$ cat src/rtl/hazard_if.sv
// Hazard controller bundle: pipeline-side hazard inputs, and the stall/flush,
// forwarding and performance-counter outputs returned to the core.
interface hazard_if #(
  parameter int CNT_W = 32
);
  logic [4:0]       rs1D, rs2D;
  logic [4:0]       rs1E, rs2E, rdE;
  logic [1:0]       result_srcE;
  logic             pc_srcE;
  logic [4:0]       rdM, rdW;
  logic             reg_writeM, reg_writeW;
  logic             mem_reqM;
  logic             mem_ready;
  logic [1:0]       forward_aE, forward_bE;
  logic             StallF, StallD, StallE, StallM;
  logic             FlushD, FlushE, FlushW;
  logic             mem_timeout;
  logic [CNT_W-1:0] lu_stall_cnt, flush_cnt, mem_wait_cnt;

  modport master (
    output rs1D, rs2D, rs1E, rs2E, rdE, result_srcE, pc_srcE,
           rdM, rdW, reg_writeM, reg_writeW, mem_reqM, mem_ready,
    input  forward_aE, forward_bE, StallF, StallD, StallE, StallM,
           FlushD, FlushE, FlushW, mem_timeout,
           lu_stall_cnt, flush_cnt, mem_wait_cnt
  );

  modport slave (
    input  rs1D, rs2D, rs1E, rs2E, rdE, result_srcE, pc_srcE,
           rdM, rdW, reg_writeM, reg_writeW, mem_reqM, mem_ready,
    output forward_aE, forward_bE, StallF, StallD, StallE, StallM,
           FlushD, FlushE, FlushW, mem_timeout,
           lu_stall_cnt, flush_cnt, mem_wait_cnt
  );
endinterface

$ cat src/rtl/hazard_unit.sv
// Five-stage RISC-V hazard controller: forwarding selects, stall/flush strobes,
// memory-wait FSM with sticky watchdog, and hazard performance counters.
module hazard_unit #(
  parameter int MEM_TIMEOUT = 255,
  parameter int CNT_W       = 32
) (
  input  logic    clk,
  input  logic    reset,
  hazard_if.slave hz
);
  localparam int WC_W = (MEM_TIMEOUT > 255) ? $clog2(MEM_TIMEOUT + 1) : 8;
  localparam logic [WC_W-1:0] TIMEOUT_V = WC_W'(MEM_TIMEOUT);

  typedef enum logic {IDLE, WAIT} state_t;

  state_t           state, state_nxt;
  logic [WC_W-1:0]  wait_cycles, wait_inc;
  logic             timeout_q;
  logic [CNT_W-1:0] lu_cnt, fl_cnt, mw_cnt;
  logic             lu, mw;

  function automatic logic [1:0] fwd_sel(
    input logic [4:0] rs, input logic [4:0] rd_m, input logic wr_m,
    input logic [4:0] rd_w, input logic wr_w);
    if (wr_m && rd_m != 5'd0 && rd_m == rs)      return 2'b10;
    else if (wr_w && rd_w != 5'd0 && rd_w == rs) return 2'b01;
    else                                         return 2'b00;
  endfunction

  function automatic logic [WC_W-1:0] sat_inc(input logic [WC_W-1:0] v);
    return (&v) ? v : v + 1'b1;
  endfunction

  assign lu = (hz.result_srcE == 2'b01) && (hz.rdE != 5'd0) &&
              ((hz.rdE == hz.rs1D) || (hz.rdE == hz.rs2D));
  assign mw = hz.mem_reqM && !hz.mem_ready;
  assign wait_inc = sat_inc(wait_cycles);

  // Strobes: memory wait freezes everything and never flushes a frozen stage
  always_comb begin
    hz.forward_aE = 2'b00;
    hz.forward_bE = 2'b00;
    hz.StallF     = 1'b0;
    hz.StallD     = 1'b0;
    hz.StallE     = 1'b0;
    hz.StallM     = 1'b0;
    hz.FlushD     = 1'b0;
    hz.FlushE     = 1'b0;
    hz.FlushW     = 1'b0;
    if (reset) begin
      hz.forward_aE = fwd_sel(hz.rs1E, hz.rdM, hz.reg_writeM, hz.rdW, hz.reg_writeW);
      hz.forward_bE = fwd_sel(hz.rs2E, hz.rdM, hz.reg_writeM, hz.rdW, hz.reg_writeW);
      if (mw) begin
        hz.StallF = 1'b1;
        hz.StallD = 1'b1;
        hz.StallE = 1'b1;
        hz.StallM = 1'b1;
        hz.FlushW = 1'b1;
      end else if (hz.pc_srcE) begin
        hz.FlushD = 1'b1;
        hz.FlushE = 1'b1;
      end else if (lu) begin
        hz.StallF = 1'b1;
        hz.StallD = 1'b1;
        hz.FlushE = 1'b1;
      end
    end
  end

  always_ff @(posedge clk) begin
    if (!reset) state <= IDLE;
    else        state <= state_nxt;
  end

  always_comb begin
    state_nxt = state;
    case (state)
      IDLE:    if (mw) state_nxt = WAIT;
      WAIT:    if (hz.mem_ready) state_nxt = IDLE;
      default: state_nxt = IDLE;
    endcase
  end

  // Watchdog and counters; timeout only reports, it never releases the stall
  always_ff @(posedge clk) begin
    if (!reset) begin
      wait_cycles <= '0;
      timeout_q   <= 1'b0;
      lu_cnt      <= '0;
      fl_cnt      <= '0;
      mw_cnt      <= '0;
    end else begin
      if (state == IDLE) begin
        if (mw) wait_cycles <= '0;
      end else begin
        wait_cycles <= wait_inc;
        if (wait_inc >= TIMEOUT_V) timeout_q <= 1'b1;
      end
      if (lu && !hz.pc_srcE && !mw) lu_cnt <= lu_cnt + CNT_W'(1);
      if (hz.pc_srcE && !mw)        fl_cnt <= fl_cnt + CNT_W'(1);
      if (mw)                       mw_cnt <= mw_cnt + CNT_W'(1);
    end
  end

  assign hz.mem_timeout  = timeout_q;
  assign hz.lu_stall_cnt = lu_cnt;
  assign hz.flush_cnt    = fl_cnt;
  assign hz.mem_wait_cnt = mw_cnt;
endmodule

$ cat src/flat_wrapper.sv
// flat-port wrapper written by rule: the top's interface ports become plain ports
module hazard_unit_flat 
#(
  parameter int MEM_TIMEOUT = 255,
  parameter int CNT_W       = 32
)
  (clk, reset, hz_rs1D, hz_rs2D, hz_rs1E, hz_rs2E, hz_rdE, hz_result_srcE, hz_pc_srcE, hz_rdM, hz_rdW, hz_reg_writeM, hz_reg_writeW, hz_mem_reqM, hz_mem_ready, hz_forward_aE, hz_forward_bE, hz_StallF, hz_StallD, hz_StallE, hz_StallM, hz_FlushD, hz_FlushE, hz_FlushW, hz_mem_timeout, hz_lu_stall_cnt, hz_flush_cnt, hz_mem_wait_cnt);
  hazard_if #(.CNT_W(CNT_W)) hz_i ();
  input  logic clk;
  input  logic reset;
  input wire logic [$bits(hz_i.rs1D)-1:0] hz_rs1D;
  input wire logic [$bits(hz_i.rs2D)-1:0] hz_rs2D;
  input wire logic [$bits(hz_i.rs1E)-1:0] hz_rs1E;
  input wire logic [$bits(hz_i.rs2E)-1:0] hz_rs2E;
  input wire logic [$bits(hz_i.rdE)-1:0] hz_rdE;
  input wire logic [$bits(hz_i.result_srcE)-1:0] hz_result_srcE;
  input wire logic [$bits(hz_i.pc_srcE)-1:0] hz_pc_srcE;
  input wire logic [$bits(hz_i.rdM)-1:0] hz_rdM;
  input wire logic [$bits(hz_i.rdW)-1:0] hz_rdW;
  input wire logic [$bits(hz_i.reg_writeM)-1:0] hz_reg_writeM;
  input wire logic [$bits(hz_i.reg_writeW)-1:0] hz_reg_writeW;
  input wire logic [$bits(hz_i.mem_reqM)-1:0] hz_mem_reqM;
  input wire logic [$bits(hz_i.mem_ready)-1:0] hz_mem_ready;
  output wire logic [$bits(hz_i.forward_aE)-1:0] hz_forward_aE;
  output wire logic [$bits(hz_i.forward_bE)-1:0] hz_forward_bE;
  output wire logic [$bits(hz_i.StallF)-1:0] hz_StallF;
  output wire logic [$bits(hz_i.StallD)-1:0] hz_StallD;
  output wire logic [$bits(hz_i.StallE)-1:0] hz_StallE;
  output wire logic [$bits(hz_i.StallM)-1:0] hz_StallM;
  output wire logic [$bits(hz_i.FlushD)-1:0] hz_FlushD;
  output wire logic [$bits(hz_i.FlushE)-1:0] hz_FlushE;
  output wire logic [$bits(hz_i.FlushW)-1:0] hz_FlushW;
  output wire logic [$bits(hz_i.mem_timeout)-1:0] hz_mem_timeout;
  output wire logic [$bits(hz_i.lu_stall_cnt)-1:0] hz_lu_stall_cnt;
  output wire logic [$bits(hz_i.flush_cnt)-1:0] hz_flush_cnt;
  output wire logic [$bits(hz_i.mem_wait_cnt)-1:0] hz_mem_wait_cnt;
  assign hz_i.rs1D = hz_rs1D;
  assign hz_i.rs2D = hz_rs2D;
  assign hz_i.rs1E = hz_rs1E;
  assign hz_i.rs2E = hz_rs2E;
  assign hz_i.rdE = hz_rdE;
  assign hz_i.result_srcE = hz_result_srcE;
  assign hz_i.pc_srcE = hz_pc_srcE;
  assign hz_i.rdM = hz_rdM;
  assign hz_i.rdW = hz_rdW;
  assign hz_i.reg_writeM = hz_reg_writeM;
  assign hz_i.reg_writeW = hz_reg_writeW;
  assign hz_i.mem_reqM = hz_mem_reqM;
  assign hz_i.mem_ready = hz_mem_ready;
  assign hz_forward_aE = hz_i.forward_aE;
  assign hz_forward_bE = hz_i.forward_bE;
  assign hz_StallF = hz_i.StallF;
  assign hz_StallD = hz_i.StallD;
  assign hz_StallE = hz_i.StallE;
  assign hz_StallM = hz_i.StallM;
  assign hz_FlushD = hz_i.FlushD;
  assign hz_FlushE = hz_i.FlushE;
  assign hz_FlushW = hz_i.FlushW;
  assign hz_mem_timeout = hz_i.mem_timeout;
  assign hz_lu_stall_cnt = hz_i.lu_stall_cnt;
  assign hz_flush_cnt = hz_i.flush_cnt;
  assign hz_mem_wait_cnt = hz_i.mem_wait_cnt;
  hazard_unit #(.MEM_TIMEOUT(MEM_TIMEOUT), .CNT_W(CNT_W)) u_core (.clk(clk), .reset(reset), .hz(hz_i));
endmodule
$ cat config.mk
export PLATFORM = sky130hd
export DESIGN_NAME = hazard_unit_flat
export DESIGN_NICKNAME = d
export VERILOG_FILES = /design/src/rtl/hazard_if.sv /design/src/rtl/hazard_unit.sv /design/src/flat_wrapper.sv
export SDC_FILE = /design/constraint.sdc
export NUM_CORES = 1
export LEC_CHECK = 0
export CAP_MARGIN = 20
export CORE_ASPECT_RATIO = 2
export CORE_MARGIN = 2
export CORE_UTILIZATION = 53
export DETAILED_ROUTE_END_ITERATION = 16
export PLACE_DENSITY = 0.87
export SLEW_MARGIN = 20
export SYNTH_ARGS = -nofsm -noshare
export SYNTH_HDL_FRONTEND = slang
export SYNTH_SLANG_ARGS = --single-unit
export TNS_END_PERCENT = 10
$ cat constraint.sdc
create_clock -name clk -period 4.3 [get_ports clk]
set_clock_uncertainty 0.15 [all_clocks]
set_input_delay 0.86 -clock clk [delete_from_list [all_inputs] [get_ports clk]]
set_output_delay 0.86 -clock clk [all_outputs]
set_load 0.03 [all_outputs]
# ---- Word level (Yosys, flattened, before mapping)
# Cells that the tools add are included.
dict set report word_totals {
  register_bits 106
  output_inout_bits 108
}
dict set report classes {
  addsub 4
  magnitude_cmp 1
  n_eq_ne 7
  mux 23
  bitwise_logic 1
  n_reduce_logical 22
}
# operator n
set op_table {}
lappend op_table {{adder 32 x 1 -> 32 bit (second input constant)} 3}
lappend op_table {{equality test 5 bit} 6}
lappend op_table {{two-way mux 8 bit} 3}
lappend op_table {{two-way mux 1 bit} 15}
lappend op_table {{nonzero test 5 bit} 3}
lappend op_table {{logical AND 1 bit} 12}
lappend op_table {{adder 8 x 1 -> 8 bit (second input constant)} 1}
lappend op_table {{greater-or-equal comparator 8 bit (second input constant)} 1}
lappend op_table {{two-way mux 2 bit} 4}
lappend op_table {{AND reduction 8 bit} 1}
lappend op_table {{logical NOT 1 bit} 3}
lappend op_table {{equality test 2 x 1 -> 1 bit (second input constant)} 1}
lappend op_table {{one-hot mux 1 bit (2 select lines)} 1}
lappend op_table {{AND reduction 2 bit} 1}
lappend op_table {{nonzero test 2 bit} 1}
lappend op_table {{logical OR 1 bit} 1}
lappend op_table {{NOT 1 bit} 1}

# ---- Logic depth before layout (Yosys ltp)
# Gate-level depths: netlist of run 1.
dict set report depth {
  ltp_word 7
  mapped_depth 7
  depth_no_buf 6
}

# ---- Least setup slack after synthesis of run 1
# Ideal clock, no wire load.
dict set report synth_path {
  path_kind {input -> output}
  start {input port hz_rdM[0]}
  end {output port hz_forward_bE[0]}
  t_arrival_ns 2.655
  setup_slack_ns 0.635
  cell_stages 4
  path_buffers 0
  cell_sequence {or4_1 -> o21ai_0 -> nor4_1 -> nor4_1}
}
dict set report synth_via {
  elab_chain_len 5
  word_cells_on_any_way 6
  classes_between {eq/ne (1); mux (2); reduce/logical (3)}
}
# item line_no
set synth_rtl {}
lappend synth_rtl {{start, declared} flat_wrapper.sv:18} ;# input wire logic [$bits(hz_i.rdM)-1:0] hz_rdM;
lappend synth_rtl {{nonzero test 5 bit} hazard_unit.sv:25} ;# if (wr_m && rd_m != 5'd0 && rd_m == rs) return 2'b10;
lappend synth_rtl {{logical AND 1 bit} hazard_unit.sv:25}
lappend synth_rtl {{logical AND 1 bit (*)} hazard_unit.sv:25}
lappend synth_rtl {{two-way mux 2 bit (*)} hazard_unit.sv:25}
lappend synth_rtl {{two-way mux 2 bit (*)} hazard_unit.sv:50} ;# if (reset) begin
lappend synth_rtl {{end, declared} flat_wrapper.sv:25} ;# output wire logic [$bits(hz_i.forward_bE)-1:0] hz_forward_bE;
# Every way passes the cells marked *; elsewhere a longest branch is shown, timed or not.

# ---- Final worst setup path of run 1
dict set report layout_path {
  start {input port hz_rdE[0]}
  end {output port hz_StallD}
}
dict set report layout_via {
  elab_chain_len 7
  word_cells_on_any_way 10
  classes_between {eq/ne (2); mux (4); reduce/logical (4)}
}
# item line_no
set layout_rtl {}
lappend layout_rtl {{start, declared} flat_wrapper.sv:15} ;# input wire logic [$bits(hz_i.rdE)-1:0] hz_rdE;
lappend layout_rtl {{equality test 5 bit or nonzero test 5 bit (tied branches)} {hazard_unit.sv:35, hazard_unit.sv:34}}
lappend layout_rtl {{logical OR 1 bit or logical AND 1 bit (tied branches)} {hazard_unit.sv:35, hazard_unit.sv:34}}
lappend layout_rtl {{logical AND 1 bit (*)} hazard_unit.sv:34} ;# assign lu = (hz.result_srcE == 2'b01) && (hz.rdE != 5'd0) &&
lappend layout_rtl {{two-way mux 1 bit (*)} hazard_unit.sv:62} ;# end else if (lu) begin
lappend layout_rtl {{two-way mux 1 bit (*)} hazard_unit.sv:59} ;# end else if (hz.pc_srcE) begin
lappend layout_rtl {{two-way mux 1 bit (*)} hazard_unit.sv:53} ;# if (mw) begin
lappend layout_rtl {{two-way mux 1 bit (*)} hazard_unit.sv:50}
lappend layout_rtl {{end, declared} flat_wrapper.sv:27} ;# output wire logic [$bits(hz_i.StallD)-1:0] hz_StallD;
# Marks and branches as above.

==> results.toml, run 1 <==
[drt]
vias = 5561
drc = 0
ant_nets = 0
drt_iter0_drc = 245
vias_per_cell = 5.841
wirelength_mm = 15.16
firstDrtPassIters = 5
post_drt_wl_per_cell_um = 15.93

[critical_path]
critPathLaunchType = "input pin"
cp_max_fo = 3
required_ns = 3.29
arrival_ns = 3.13
critPathKind = "input pin to output pin"
critical-path-top-delay-family = "buffers and inverters"
endpoint_kind = "output pin"
cpPeakStageDelay_ns = 0.67
cpMostUsedCell = "clkdlybuf4s50_1"
critPathBufInv = 2
critPathSlowestCell = "clkdlybuf4s50_1"
crit_chain = "clkdlybuf4s50_1 -> xor2_1 -> nor3_1 -> a22oi_2 -> nor2b_2 -> a31o_2 -> clkdlybuf4s50_1"

[yosys]
ys_types = 51
yosys-mux-area-fraction = 0.02491
synth.avg_cell_area_um2 = 8.274
syn-cell-area_um2 = 5627
ys_ff_latch = 106
synthCells = 680
synth_compound_area_frac = 0.1096
yosys_warnings = 0
synthXorXnorAreaFrac = 0.1292
synth_top_family_by_area = "simple AND/OR/NAND/NOR gates"
synthSimpleGateAreaFrac = 0.3066
synthAdderAreaFrac = 0.008895
syn_nets = 728
seq_area_frac_synth = 0.3771

[timing]
slew_viol_final = 0
hold_viol = 0
worst_slack_ns = 0.1636
fmax_mhz = 241.8
finalCriticalPeriod_ns = 4.136
setup_viol = 0
rsz0062_at_grt = "no"
holdWs_ns = 0.3208
tightestPinTransition_ns = 0.9186
post-route-period-util = 0.9620
setup-tns-final_ns = 0
slew_headroom = 0.3876

[global_routing]
grt_pass1_vias = 5409
grt_max_degree = 89
grt-ovfl-total = 0
grt_first_pass_wirelength_mm = 24.80
grt_antenna_before_repair = 0
grtUsageTotal = 0.2606

[clock_tree]
clk_pin_slew_worst_paths_ns = 0.07
numClockSinks = 106
cts_tree = "yes"
clk-insertion-delay-late_ns = 0.35
cts_buffers = 9
cts_buffer_depth = 2
htreeDepth = 3
cts-root-buf = "clkbuf_16"

[floorplanning]
row_count = 53
start_util = 0.5404
io_pins = 152
die_area_um2 = 11510
die_height_um = 149.7
fp.dieW_um = 76.86
core_um2 = 10410

[place]
place_area_um2 = 7186
numPortBuffers = 151
gp_congestion = 0.8473
place_ws_ns = 0.08804
hpwl_mm = 11.34

[layout]
syn2layout_area_growth_pct = 32.82
finalNetCount = 858
stdcell_area_um2 = 7473
drive_above_1_share = 0.05644
diodes = 0

[pwr]
fin_total_pwr_mw = 1.949
power_density_nw_per_um2 = 260.8
ir_worst_vdd_mv = 0.2646
power.leakage_nw = 2.410

[run_status]
status = "complete, no violations"

[run]
cap_viol_max_count = 0

[min_path]
hold_class = "register to register"
==> flip-flops by register name, summed over array words and instances (netlist names) <==
name,flops
u_core.wait_cycles,8
u_core.hz.lu_stall_cnt,32
u_core.hz.flush_cnt,32
u_core.hz.mem_timeout,1
u_core.state,1
u_core.hz.mem_wait_cnt,32
==> placed cells by master (no fill, tap or decap), types with 6 or more instances in the layout <==
cell,n
nand2_1,50
a21oi_1,37
clkdlybuf4s50_1,145
clkbuf_16,9
nor4_1,12
a211oi_1,6
and3_1,14
nor2_1,74
nand2b_1,12
dfxtp_1,106
mux2i_1,14
xnor2_1,52
nand4_1,24
buf_4,14
nor3_1,31
inv_1,18
and4_1,9
or3_1,9
or4_1,23
nand3_1,35
xor2_1,31
o31ai_1,20
o21ai_0,14
==> per-stage QoR <==
step           std cells  utilization
2_1_floorplan        680            -
3_3_place_gp         936       0.6902
3_5_place_dp         936       0.6902
4_1_cts              952       0.7176
5_1_grt              952       0.7178
6_report             952       0.7178
==> kinds of logic (layout without fill, tap and decap cells) <==
logic type / Yosys count / in the layout
adders and majority gates: 4 / 4
DFF: 106 / 106
xor gates and xnor gates: 83 / 83
muxes: 14 / 14
and+or+nand+nor: 317 / 317
buffers and inverters: 59 / 194
AOI/OAI and AO/OA: 97 / 97
==> final cells by class <==
| class | instances | area (um2) |
|---|---|---|
| clock inverters | 7 | 60.06 |
| multi-input cells | 515 | 3267 |
| flip-flops and latches | 106 | 2122 |
| fillers | 821 | 2938 |
| clock buffers | 9 | 225.2 |
| inverters | 19 | 71.32 |
| repair buffers | 159 | 1556 |
| well taps | 137 | 171.4 |
==> synthesized netlist by cell type, drive strengths merged <==
cell / instances / area share
ha: 4 / 0.0089
or3: 9 / 0.010
nor2b: 2 / 0.0022
and4b: 1 / 0.0018
a22oi: 2 / 0.0027
and3: 14 / 0.016
a211oi: 6 / 0.0080
or2: 1 / 0.0011
and2: 5 / 0.0056
or4: 24 / 0.033
o211ai: 3 / 0.0040
mux2i: 14 / 0.025
o31ai: 20 / 0.027
nor2: 74 / 0.049
nor3: 31 / 0.028
and3b: 2 / 0.0031
and2b: 1 / 0.0013
a32o: 1 / 0.0018
a2111oi: 2 / 0.0031
clkbuf: 26 / 0.017
xnor2: 52 / 0.081
o41ai: 3 / 0.0047
nor4: 17 / 0.024
o211a: 1 / 0.0018
and4: 10 / 0.016
a21oi: 37 / 0.033
buf: 14 / 0.014
o311ai: 3 / 0.0047
nand2: 50 / 0.033
o21ai: 14 / 0.012
or4b: 1 / 0.0024
xor2: 31 / 0.048
dfxtp: 106 / 0.38
nand4: 26 / 0.033
or3b: 1 / 0.0016
a31o: 1 / 0.0016
inv: 19 / 0.013
nor3b: 1 / 0.0013
a21o: 2 / 0.0027
nand3: 35 / 0.031
o21a: 2 / 0.0027
nand2b: 12 / 0.013
==> metal layers <==
layer | global-route usage | up-vias | part of all wire
met5 | 0 | - | 0
met4 | 0.1073 | 0 | 0.026
met3 | 0.05850 | 35 | 0.053
met2 | 0.5039 | 183 | 0.56
met1 | 0.2628 | 2646 | 0.36
li1 | - | 2697 | -
==> where the power goes <==
| group | internal, mW | total, mW | switching (mW) | leakage, nW |
|---|---|---|---|---|
| sequential | 0.985 | 0.991 | 0.00664 | 0.854 |
| combinational | 0.0755 | 0.168 | 0.0922 | 1.41 |
| clock | 0.404 | 0.790 | 0.386 | 0.143 |
| total | 1.46 | 1.95 | 0.485 | 2.41 |
==> timing repair <==
action / in CTS / in global routing
gates resized for setup: 0 / 1
endpoints found under the setup margin: 0 / 2
setup buffers: 0 / 0
hold buffers: 0 / 0
==> worst reg2reg max path: stages, from the launching register on <==
cell and delay, ns:
dfxtp_1 0.43, nand4_1 0.50, or4b_4 0.81, nor4_1 0.39, xnor2_1 0.18, nor2_1 0.06
==> worst paths after layout <==
path	start	depth (start not counted)	end	slack, ns
worst max register to register	u_core.hz.flush_cnt[5]$_SDFFE_PN0P_	5	u_core.hz.flush_cnt[26]$_SDFFE_PN0P_	1.62
worst min register to register	u_core.hz.mem_timeout$_SDFFE_PN0P_	1	u_core.hz.mem_timeout$_SDFFE_PN0P_	0.32
worst max-delay path	hz_rdE[0]	7	hz_StallD	0.16
worst min-delay path	u_core.hz.mem_timeout$_SDFFE_PN0P_	1	u_core.hz.mem_timeout$_SDFFE_PN0P_	0.32
Note: power is estimated with default switching activity, not from simulation.
==> inputs of run 2 (changes only) <==
--- a/config.mk
+++ b/config.mk
@@ -10,6 +10,7 @@
 export CORE_MARGIN = 2
 export CORE_UTILIZATION = 53
 export DETAILED_ROUTE_END_ITERATION = 16
+export GPL_TIMING_DRIVEN = 0
 export PLACE_DENSITY = 0.87
 export SLEW_MARGIN = 20
 export SYNTH_ARGS = -nofsm -noshare
==> constraint.sdc (replaced) <==
create_clock -name clk -period 4.79 [get_ports clk]
set_clock_uncertainty 0.15 [all_clocks]
set_input_delay 0.958 -clock clk [delete_from_list [all_inputs] [get_ports clk]]
set_output_delay 0.958 -clock clk [all_outputs]
set_load 0.03 [all_outputs]
==> run 2 against run 1 <==
Against the previous run: register-to-register slack improved by 0.62 ns; global-route usage grew 3.1 points; die area unchanged; critical path depth grew 1; combinational power is 4% lower; final area increased by 1.6%; sequential power is 10% lower; count of clock-buffer cells in the layout up 1; largest cell class unchanged; largest power group unchanged; highest routed layer unchanged.
==> results.toml, run 2 (synthesized netlist as in run 1, its figures left out) <==
[min_path]
hp-start = "u_core.hz.flush_cnt[31]$_SDFFE_PN0P_"
hold_class = "register to register"

[clock_tree]
cts_buffer_depth = 2
cts-root-buf = "clkbuf_16"
clk-insertion-delay-late_ns = 0.35
clk_pin_slew_worst_paths_ns = 0.07
cts_buffers = 9
cts_tree = "yes"
numClockSinks = 106
htreeDepth = 3

[timing]
post-route-period-util = 0.9513
finalCriticalPeriod_ns = 4.557
worst_slack_ns = 0.2331
setup_viol = 0
slew_viol_final = 0
fmax_mhz = 219.4
slew_headroom = 0.5900
rsz0062_at_grt = "no"
setup-tns-final_ns = 0
tightestPinTransition_ns = 0.6150
hold_viol = 0

[global_routing]
grt-ovfl-total = 0
grtUsageTotal = 0.2919
grt_max_degree = 19
grt_first_pass_wirelength_mm = 27.37
grt_pass1_vias = 5894
grt_antenna_before_repair = 0

[pwr]
power.leakage_nw = 2.446
power_density_nw_per_um2 = 231.2
ir_worst_vdd_mv = 0.2378

[place]
place_ws_ns = -0.04125
gp_congestion = 0.8462
hpwl_mm = 12.86
numPortBuffers = 151
place_area_um2 = 7310

[layout]
finalNetCount = 890
diodes = 0
stdcell_area_um2 = 7594
seqCellArea_um2 = 2122
final_common_cell = "clkdlybuf4s50_1"
fill_cells = 789
finish.utilization = 0.7294
layout_common_cells = "clkdlybuf4s50_1 (150), dfxtp_1 (106), nor2_1 (74)"
multi_input_area_um2 = 3259
drive_above_1_share = 0.04723
syn2layout_area_growth_pct = 34.96

[drt]
firstDrtPassIters = 5
drt_iter0_drc = 327
vias = 5849
vias_per_cell = 5.944
wirelength_mm = 17.03
ant_nets = 0
drc = 0
post_drt_wl_per_cell_um = 17.30

[floorplanning]
io_pins = 152
fp.dieW_um = 76.86
start_util = 0.5404
die_height_um = 149.7
core_um2 = 10410
die_area_um2 = 11510
row_count = 53

[critical_path]
arrival_ns = 3.45
required_ns = 3.68
endpoint_kind = "output pin"
cp_max_fo = 10
critPathLaunchType = "input pin"
cp-startpoint = "hz_rdE[4]"
reg2reg_from = "u_core.hz.lu_stall_cnt[15]$_SDFFE_PN0P_"
critPathKind = "input pin to output pin"

[run]
cap_viol_max_count = 0

[run_status]
status = "complete, no violations"
==> run 2: through the flow <==
| stage | instances | power (mW) | hold WS, ns |
|---|---|---|---|
| after floorplan | 680 | 0.9876 | 0.3300 |
| after global placement | 968 | 1.063 | 0.3028 |
| after detailed placement | 968 | 1.068 | 0.3135 |
| after CTS | 984 | 1.758 | 0.3233 |
| after global routing | 984 | 1.810 | 0.3528 |
| final | 984 | 1.755 | 0.3275 |
==> run 2: path summary, 6_finish.rpt <==
| kind | end | slack [ns] | cells after the start |
|---|---|---|---|
| max reg2reg | u_core.hz.lu_stall_cnt[30]$_SDFFE_PN0P_ | 2.24 | 5 |
| min reg2reg | u_core.hz.flush_cnt[31]$_SDFFE_PN0P_ | 0.33 | 2 |
| min | u_core.hz.flush_cnt[31]$_SDFFE_PN0P_ | 0.33 | 2 |
| max | hz_StallD | 0.23 | 8 |
==> run 2: worst max-delay path: stages <==
cell	delay (ns)
clkdlybuf4s50_1	0.48
xor2_1	0.20
nor3_1	0.25
a22oi_1	0.17
clkbuf_2	0.22
nor2b_1	0.27
a31o_2	0.22
clkdlybuf4s50_1	0.67
==> run 2: timing repair <==
action | CTS | global route
gates resized for setup | 1 | 5
hold buffers | 0 | 0
pin swaps | 0 | 0
setup buffers | 0 | 0
endpoints found under the setup margin | 4 | 2
==> run 2: cell type report <==
| class | instances | share of cell area |
|---|---|---|
| Inverter | 19 | 0.009392 |
| Buffer | 40 | 0.02340 |
| Clock inverter | 6 | 0.006426 |
| Clock buffer | 10 | 0.03015 |
| Timing Repair Buffer | 151 | 0.1994 |
| Sequential cell | 106 | 0.2795 |
| Multi-Input combinational cell | 515 | 0.4292 |
| Tap cell | 137 | 0.02257 |
==> run 2: metal layers <==
layer,wire length [um],up-vias,global-route usage
met3,883,63,0.04584
met4,731,0,0.1873
met1,5838,2782,0.2811
li1,-,2762,-
met2,9574,242,0.5618
met5,0,-,0
==> run 2: where the power goes <==
part	switching (mW)	internal [mW]
clock network	0.347	0.359
logic	0.0903	0.0705
registers	0.00527	0.884
total	0.442	1.31
